<file path="config.mk">
export PLATFORM = sky130hd
export DESIGN_NAME = mem_arbiter_flat
export DESIGN_NICKNAME = d
export VERILOG_FILES = /design/src/rtl/mem_arbiter_pkg.sv /design/src/rtl/mem_arbiter_if.sv /design/src/rtl/mem_arbiter_arb_pick.sv /design/src/rtl/mem_arbiter.sv /design/src/flat_wrapper.sv
export SDC_FILE = /design/constraint.sdc
export NUM_CORES = 1
export LEC_CHECK = 0
export CAP_MARGIN = 10
export CORE_AREA = 2 2 123 125
export CTS_BUF_LIST = sky130_fd_sc_hd__clkbuf_8 sky130_fd_sc_hd__clkbuf_16
export DETAILED_ROUTE_END_ITERATION = 8
export DIE_AREA = 0 0 125 127
export PLACE_DENSITY = 0.52
export SYNTH_ARGS = -nofsm -noshare
export SYNTH_HDL_FRONTEND = slang
export SYNTH_HIERARCHICAL = 1
export SYNTH_SLANG_ARGS = --single-unit
</file>
<file path="constraint.sdc">
create_clock -name clk -period 1.55 [get_ports clk]
set_clock_uncertainty 0.2 [all_clocks]
set_input_delay 0.31 -clock clk [delete_from_list [all_inputs] [get_ports clk]]
set_output_delay 0.31 -clock clk [all_outputs]
set_load 0.05 [all_outputs]
</file>
<file path="src/rtl/mem_arbiter_pkg.sv">
// Shared encodings for the two-master memory arbiter: FSM states and master indices.
package mem_arb_pkg;

    typedef enum logic [1:0] {
        ST_IDLE = 2'd0,
        ST_REQ  = 2'd1,
        ST_RESP = 2'd2
    } state_e;

    localparam logic MST_IFU = 1'b0;
    localparam logic MST_LSU = 1'b1;

endpackage

</file>
<file path="src/rtl/mem_arbiter_if.sv">
// Valid/ready request + response bundle used on both master ports and the memory port.
// The master modport is the side that issues requests; the slave modport serves them.
interface mem_arbiter_if #(
    parameter int AW = 32,
    parameter int DW = 32
);
    logic            req_valid;
    logic            req_ready;
    logic [AW-1:0]   addr;
    logic            wen;
    logic [DW-1:0]   wdata;
    logic [DW/8-1:0] wmask;
    logic            resp_valid;
    logic            resp_ready;
    logic [DW-1:0]   rdata;

    modport master (
        output req_valid, addr, wen, wdata, wmask, resp_ready,
        input  req_ready, resp_valid, rdata
    );

    modport slave (
        input  req_valid, addr, wen, wdata, wmask, resp_ready,
        output req_ready, resp_valid, rdata
    );

endinterface

</file>
<file path="src/rtl/mem_arbiter_arb_pick.sv">
// Combinational winner select for the arbiter's IDLE cycle.
// MEM_ARBITER_RR_EN selects round-robin; otherwise the LSU (M1) has fixed priority.
module arb_pick
    import mem_arb_pkg::*;
(
    input  logic req0,
    input  logic req1,
    input  logic last_grant,
    output logic any_req,
    output logic winner
);

`ifdef MEM_ARBITER_RR_EN
    // On contention the master that was not served last goes next.
    always_comb begin
        any_req = req0 | req1;
        winner  = MST_IFU;
        if (req0 && req1) begin
            winner = ~last_grant;
        end else if (req1) begin
            winner = MST_LSU;
        end
    end
`else
    logic unused_last_grant;
    assign unused_last_grant = last_grant;

    always_comb begin
        any_req = req0 | req1;
        winner  = MST_IFU;
        if (req1) begin
            winner = MST_LSU;
        end
    end
`endif

endmodule

</file>
<file path="src/rtl/mem_arbiter.sv">
// Shares one single-ported memory between instruction fetch (M0) and load/store (M1),
// one transaction in flight. Define MEM_ARBITER_RR_EN for round-robin arbitration.
module mem_arbiter
    import mem_arb_pkg::*;
#(
    parameter int AW = 32,
    parameter int DW = 32
) (
    input  logic          clk,
    input  logic          rst,
    mem_arbiter_if.slave  m0,
    mem_arbiter_if.slave  m1,
    mem_arbiter_if.master s,
    output logic          busy
);

    state_e state_q, state_d;
    logic   grant_q, grant_d;
    logic   last_grant_q, last_grant_d;
    logic   busy_q, busy_d;
    logic   any_req;
    logic   winner;
    logic   s_req_hs;
    logic   s_resp_hs;

    arb_pick u_pick (
        .req0       (m0.req_valid),
        .req1       (m1.req_valid),
        .last_grant (last_grant_q),
        .any_req    (any_req),
        .winner     (winner)
    );

    assign s_req_hs  = (state_q == ST_REQ)  && s.req_ready;
    assign s_resp_hs = (state_q == ST_RESP) && s.resp_valid && s.resp_ready;

    // The grant is only sampled in IDLE, so no master valid ever reaches a ready combinationally.
    always_comb begin
        state_d      = state_q;
        grant_d      = grant_q;
        last_grant_d = last_grant_q;
        case (state_q)
            ST_IDLE: begin
                if (any_req) begin
                    grant_d = winner;
                    state_d = ST_REQ;
                end
            end
            ST_REQ: begin
                if (s_req_hs) begin
                    state_d = ST_RESP;
                end
            end
            ST_RESP: begin
                if (s_resp_hs) begin
                    state_d      = ST_IDLE;
                    last_grant_d = grant_q;
                end
            end
            default: begin
                state_d = ST_IDLE;
            end
        endcase
        busy_d = (state_d != ST_IDLE);
    end

    always_comb begin
        s.req_valid   = 1'b0;
        s.addr        = {AW{1'b0}};
        s.wen         = 1'b0;
        s.wdata       = {DW{1'b0}};
        s.wmask       = {(DW/8){1'b0}};
        s.resp_ready  = 1'b0;
        m0.req_ready  = 1'b0;
        m0.resp_valid = 1'b0;
        m0.rdata      = {DW{1'b0}};
        m1.req_ready  = 1'b0;
        m1.resp_valid = 1'b0;
        m1.rdata      = {DW{1'b0}};
        case (state_q)
            ST_REQ: begin
                s.req_valid = 1'b1;
                if (grant_q == MST_LSU) begin
                    s.addr       = m1.addr;
                    s.wen        = m1.wen;
                    s.wdata      = m1.wdata;
                    s.wmask      = m1.wmask;
                    m1.req_ready = s.req_ready;
                end else begin
                    s.addr       = m0.addr;
                    s.wen        = m0.wen;
                    s.wdata      = m0.wdata;
                    s.wmask      = m0.wmask;
                    m0.req_ready = s.req_ready;
                end
            end
            ST_RESP: begin
                if (grant_q == MST_LSU) begin
                    s.resp_ready  = m1.resp_ready;
                    m1.resp_valid = s.resp_valid;
                    m1.rdata      = s.rdata;
                end else begin
                    s.resp_ready  = m0.resp_ready;
                    m0.resp_valid = s.resp_valid;
                    m0.rdata      = s.rdata;
                end
            end
            default: begin
            end
        endcase
    end

    // last_grant resets to LSU so the first contended round-robin pick favours fetch.
    always_ff @(posedge clk) begin
        if (rst) begin
            state_q      <= ST_IDLE;
            grant_q      <= MST_IFU;
            last_grant_q <= MST_LSU;
            busy_q       <= 1'b0;
        end else begin
            state_q      <= state_d;
            grant_q      <= grant_d;
            last_grant_q <= last_grant_d;
            busy_q       <= busy_d;
        end
    end

    assign busy = busy_q;

`ifndef SYNTHESIS
    logic gnt_req_valid;
    assign gnt_req_valid = (grant_q == MST_LSU) ? m1.req_valid : m0.req_valid;

    // A granted master withdrawing its request before acceptance breaks the handshake contract.
    req_held_a: assert property (@(posedge clk) disable iff (rst)
        (state_q == ST_REQ) |-> gnt_req_valid);
`endif

endmodule

</file>
<file path="src/flat_wrapper.sv">
// flat-port wrapper written by rule: the top's interface ports become plain ports
module mem_arbiter_flat import mem_arb_pkg::*;
#(
    parameter int AW = 32,
    parameter int DW = 32
)
  (clk, rst, busy, m0_req_valid, m0_addr, m0_wen, m0_wdata, m0_wmask, m0_resp_ready, m0_req_ready, m0_resp_valid, m0_rdata, m1_req_valid, m1_addr, m1_wen, m1_wdata, m1_wmask, m1_resp_ready, m1_req_ready, m1_resp_valid, m1_rdata, s_req_valid, s_addr, s_wen, s_wdata, s_wmask, s_resp_ready, s_req_ready, s_resp_valid, s_rdata);
  mem_arbiter_if #(.AW(AW), .DW(DW)) m0_i ();
  mem_arbiter_if #(.AW(AW), .DW(DW)) m1_i ();
  mem_arbiter_if #(.AW(AW), .DW(DW)) s_i ();
  input  logic clk;
  input  logic rst;
  output logic busy;
  input wire logic [$bits(m0_i.req_valid)-1:0] m0_req_valid;
  input wire logic [$bits(m0_i.addr)-1:0] m0_addr;
  input wire logic [$bits(m0_i.wen)-1:0] m0_wen;
  input wire logic [$bits(m0_i.wdata)-1:0] m0_wdata;
  input wire logic [$bits(m0_i.wmask)-1:0] m0_wmask;
  input wire logic [$bits(m0_i.resp_ready)-1:0] m0_resp_ready;
  output wire logic [$bits(m0_i.req_ready)-1:0] m0_req_ready;
  output wire logic [$bits(m0_i.resp_valid)-1:0] m0_resp_valid;
  output wire logic [$bits(m0_i.rdata)-1:0] m0_rdata;
  input wire logic [$bits(m1_i.req_valid)-1:0] m1_req_valid;
  input wire logic [$bits(m1_i.addr)-1:0] m1_addr;
  input wire logic [$bits(m1_i.wen)-1:0] m1_wen;
  input wire logic [$bits(m1_i.wdata)-1:0] m1_wdata;
  input wire logic [$bits(m1_i.wmask)-1:0] m1_wmask;
  input wire logic [$bits(m1_i.resp_ready)-1:0] m1_resp_ready;
  output wire logic [$bits(m1_i.req_ready)-1:0] m1_req_ready;
  output wire logic [$bits(m1_i.resp_valid)-1:0] m1_resp_valid;
  output wire logic [$bits(m1_i.rdata)-1:0] m1_rdata;
  output wire logic [$bits(s_i.req_valid)-1:0] s_req_valid;
  output wire logic [$bits(s_i.addr)-1:0] s_addr;
  output wire logic [$bits(s_i.wen)-1:0] s_wen;
  output wire logic [$bits(s_i.wdata)-1:0] s_wdata;
  output wire logic [$bits(s_i.wmask)-1:0] s_wmask;
  output wire logic [$bits(s_i.resp_ready)-1:0] s_resp_ready;
  input wire logic [$bits(s_i.req_ready)-1:0] s_req_ready;
  input wire logic [$bits(s_i.resp_valid)-1:0] s_resp_valid;
  input wire logic [$bits(s_i.rdata)-1:0] s_rdata;
  assign m0_i.req_valid = m0_req_valid;
  assign m0_i.addr = m0_addr;
  assign m0_i.wen = m0_wen;
  assign m0_i.wdata = m0_wdata;
  assign m0_i.wmask = m0_wmask;
  assign m0_i.resp_ready = m0_resp_ready;
  assign m0_req_ready = m0_i.req_ready;
  assign m0_resp_valid = m0_i.resp_valid;
  assign m0_rdata = m0_i.rdata;
  assign m1_i.req_valid = m1_req_valid;
  assign m1_i.addr = m1_addr;
  assign m1_i.wen = m1_wen;
  assign m1_i.wdata = m1_wdata;
  assign m1_i.wmask = m1_wmask;
  assign m1_i.resp_ready = m1_resp_ready;
  assign m1_req_ready = m1_i.req_ready;
  assign m1_resp_valid = m1_i.resp_valid;
  assign m1_rdata = m1_i.rdata;
  assign s_req_valid = s_i.req_valid;
  assign s_addr = s_i.addr;
  assign s_wen = s_i.wen;
  assign s_wdata = s_i.wdata;
  assign s_wmask = s_i.wmask;
  assign s_resp_ready = s_i.resp_ready;
  assign s_i.req_ready = s_req_ready;
  assign s_i.resp_valid = s_resp_valid;
  assign s_i.rdata = s_rdata;
  mem_arbiter #(.AW(AW), .DW(DW)) u_core (.clk(clk), .rst(rst), .m0(m0_i), .m1(m1_i), .s(s_i), .busy(busy));
endmodule
</file>
==> summary.md <==
| Metric | Value |
|---|---|
| Leading cell type in the layout, fill and taps excluded | clkdlybuf4s50_1 |
| Fmax achieved | 514.5 MHz |
| Failing checks | negative setup slack |
| Final nets | 770 |
| Post-synth net total | 432 |
| Critical Path End Type | output pin |
| Leak Pwr | 2.954 nW |
| Initial drt markers | 51 |
| Worst Setup Start Kind | register |
| First-pass GRT wire length | 18,860 um |
| Final Max Tran Viols | 0 |
| Fin crit share | 1.254 |
| Worst Reg-to-Reg Cells | 6 |
| Bufs and invs on worst path | 3 |
| Met2 usage | 0.3027 |
| Pwr Density | 458.9 mW/mm^2 |
| CP required | 1.04 ns |
| Proportion of layout cells with a drive suffix above 1 | 0.5956 |
| Most frequent CP cell | buf_12 |
| Worst-path cell chain | buf_12 -> buf_12 -> mux2i_4 -> nor2_2 -> buf_12 |
| H-tree levels | 1 |
| Die ar. | 0.01588 mm^2 |
| Cell area after synthesis | 0.001788 mm^2 |
| Hold Buf Count CTS | 0 |
| # IOs | 318 |
| Via density | 4.057 |
| Outcome | complete, but fails checks |
| Die Ht | 127 um |
| Vias in the first global route | 3,397 |
| Gr usage total | 0.1495 |
| WHS Path Cells | 2 |
| Grt ovf | 0 |
| Root Driver | clkbuf_16 |
| CTS tree | yes |
| Rel. slew slack | 0.8257 |
| Largest net degree at the start of global routing | 33 |
| Clock input transition at the sequential cells of the worst setup and hold paths | 0.03 ns |
| Placer Congestion | 0.8433 |
| Post-DP HPWL | 10,320 um |
| RSZ-0062 raised after global routing | true |
| Cell row count | 44 |
| Die W | 125 um |
| Top cell family by delay on the critical path | buffers and inverters |
| Area Overhead vs Synth | 336.3% |
| Final setup viols | 141 |
| Worst Setup Slack, final | -0.3937 ns |
| CP max stage delay | 0.42 ns |
| DRT Pass-1 Iters | 3 |
| FF-to-FF setup slack | -0.02 ns |
| Worst hold path type | reg -> reg |
| Fin. Hold Viols | 0 |
| Post-Syn Area per Cell | 7.039 um^2 |
| Crit path max-delay cell type | dfxtp_4 |
| WL/cell | 17.27 um |
| Cells after synthesis | 254 |
| Worst slack, placed | -0.2459 ns |
| Routed WL | 13,390 um |
| Antenna-violating nets left | 0 |
| Worst Max-Slew Pin Slew | 0.2612 ns |
| Pwr Total | 0.003580 W |
| Num CTS Buffers | 3 |
| Clk Latency, worst-skew pair | 0.23 ns |
| Warnings from Yosys | 6 |
| CTS max path bufs | 2 |
| Gr busiest metal | met2 |
| Initial Utilization | 0.1240 |
| N_diodes | 0 |
| CP max FO | 8 |
| CTS sink count | 4 |
| Setup CP Type | reg -> out |
| Tmin final | 1.944 ns |
| IO Port Bufs | 317 |
| Met3 usage | 0.04899 |
| Hold_sp | u_core/state_q[1]$_SDFF_PP0_ |
| Core Box Area | 0.01442 mm^2 |
| Maxcap violations | 0 |
| Worst R2R End | u_core/state_q[1]$_SDFF_PP0_ |
| Levels on crit path | 5 |
| WHS Endpoint | u_core/state_q[0]$_SDFF_PP0_ |
| Via count | 3,144 |
| Initial antenna violation count | 0 |
| Setup total negative slack | -48.40 ns |
| # DRC | 0 |
| RR Startpoint | u_core/grant_q$_SDFFE_PP0P_ |
| Peak supply drop | 0.0002945 V |
| Hold_ws | 0.3695 ns |
| Worst Path Arrival | 1.43 ns |
| Met1 GRT Util | 0.1413 |
| Most frequent cells in the layout | clkdlybuf4s50_1, buf_12, and2_4 |
==> area by class of cell <==
type | count | area (um^2)
Inverter | 4 | 18.77
Multi-Input combinational cell | 223 | 2384
Fill cell | 1236 | 6623
Tap cell | 184 | 230.2
Clock buffer | 3 | 75.07
Timing Repair Buffer | 356 | 5001
Clock inverter | 1 | 3.754
Sequential cell | 4 | 88.84
==> per-layer routing <==
metal  routed length, um  up-vias  part of all wire
met5                   0        -                 0
met4                 315        0             0.024
met3                1298       16             0.097
met2                7394      198              0.55
met1                4377     1423              0.33
li1                    -     1507                 -
==> sequential cells by signal (all words and copies together), names as in the netlist <==
signal / cells
u_core/busy: 1
u_core/grant_q: 1
u_core/state_q: 2
==> power breakdown <==
part | switching [W] | internal [W]
logic | 0.00142 | 0.00162
registers | 0.0000162 | 0.000113
clock network | 0.0000781 | 0.000333
total | 0.00152 | 0.00206
==> worst reg2reg max path, cell delays in order (launching register included) <==
cell	delay, ns
dfxtp_4	0.42
buf_12	0.16
buf_8	0.14
mux2i_4	0.25
buf_6	0.13
o21bai_4	0.07
a21oi_2	0.12
==> repair_timing <==
| item | 4_1_cts | 5_1_grt |
|---|---|---|
| pin swaps | 14 | 6 |
| cloned | 2 | 6 |
| resized for setup | 152 | 49 |
| buffers inserted | 7 | 3 |
| setup endpoints to repair | 139 | 142 |
==> through the flow <==
| step | instances | util | area (um^2) |
|---|---|---|---|
| 2_1_floorplan | 254 | - | 2217 |
| 3_3_place_gp | 753 | 0.4533 | 6539 |
| 3_5_place_dp | 753 | 0.4533 | 6539 |
| 4_1_cts | 766 | 0.5114 | 7376 |
| 5_1_grt | 775 | 0.5409 | 7801 |
| 6_report | 775 | 0.5409 | 7801 |
==> how the worst max path moves through the flow <==
stage / startpoint / to
after global placement: m1_addr[19] / s_addr[19]
after CTS: u_core/grant_q$_SDFFE_PP0P_ / s_wen
after floorplan: u_core/state_q[1]$_SDFF_PP0_ / s_addr[12]
after global routing: u_core/grant_q$_SDFFE_PP0P_ / s_wen
after detailed placement: u_core/grant_q$_SDFFE_PP0P_ / s_wdata[10]
final: u_core/grant_q$_SDFFE_PP0P_ / s_wen
(Power assumes the default switching activity.)
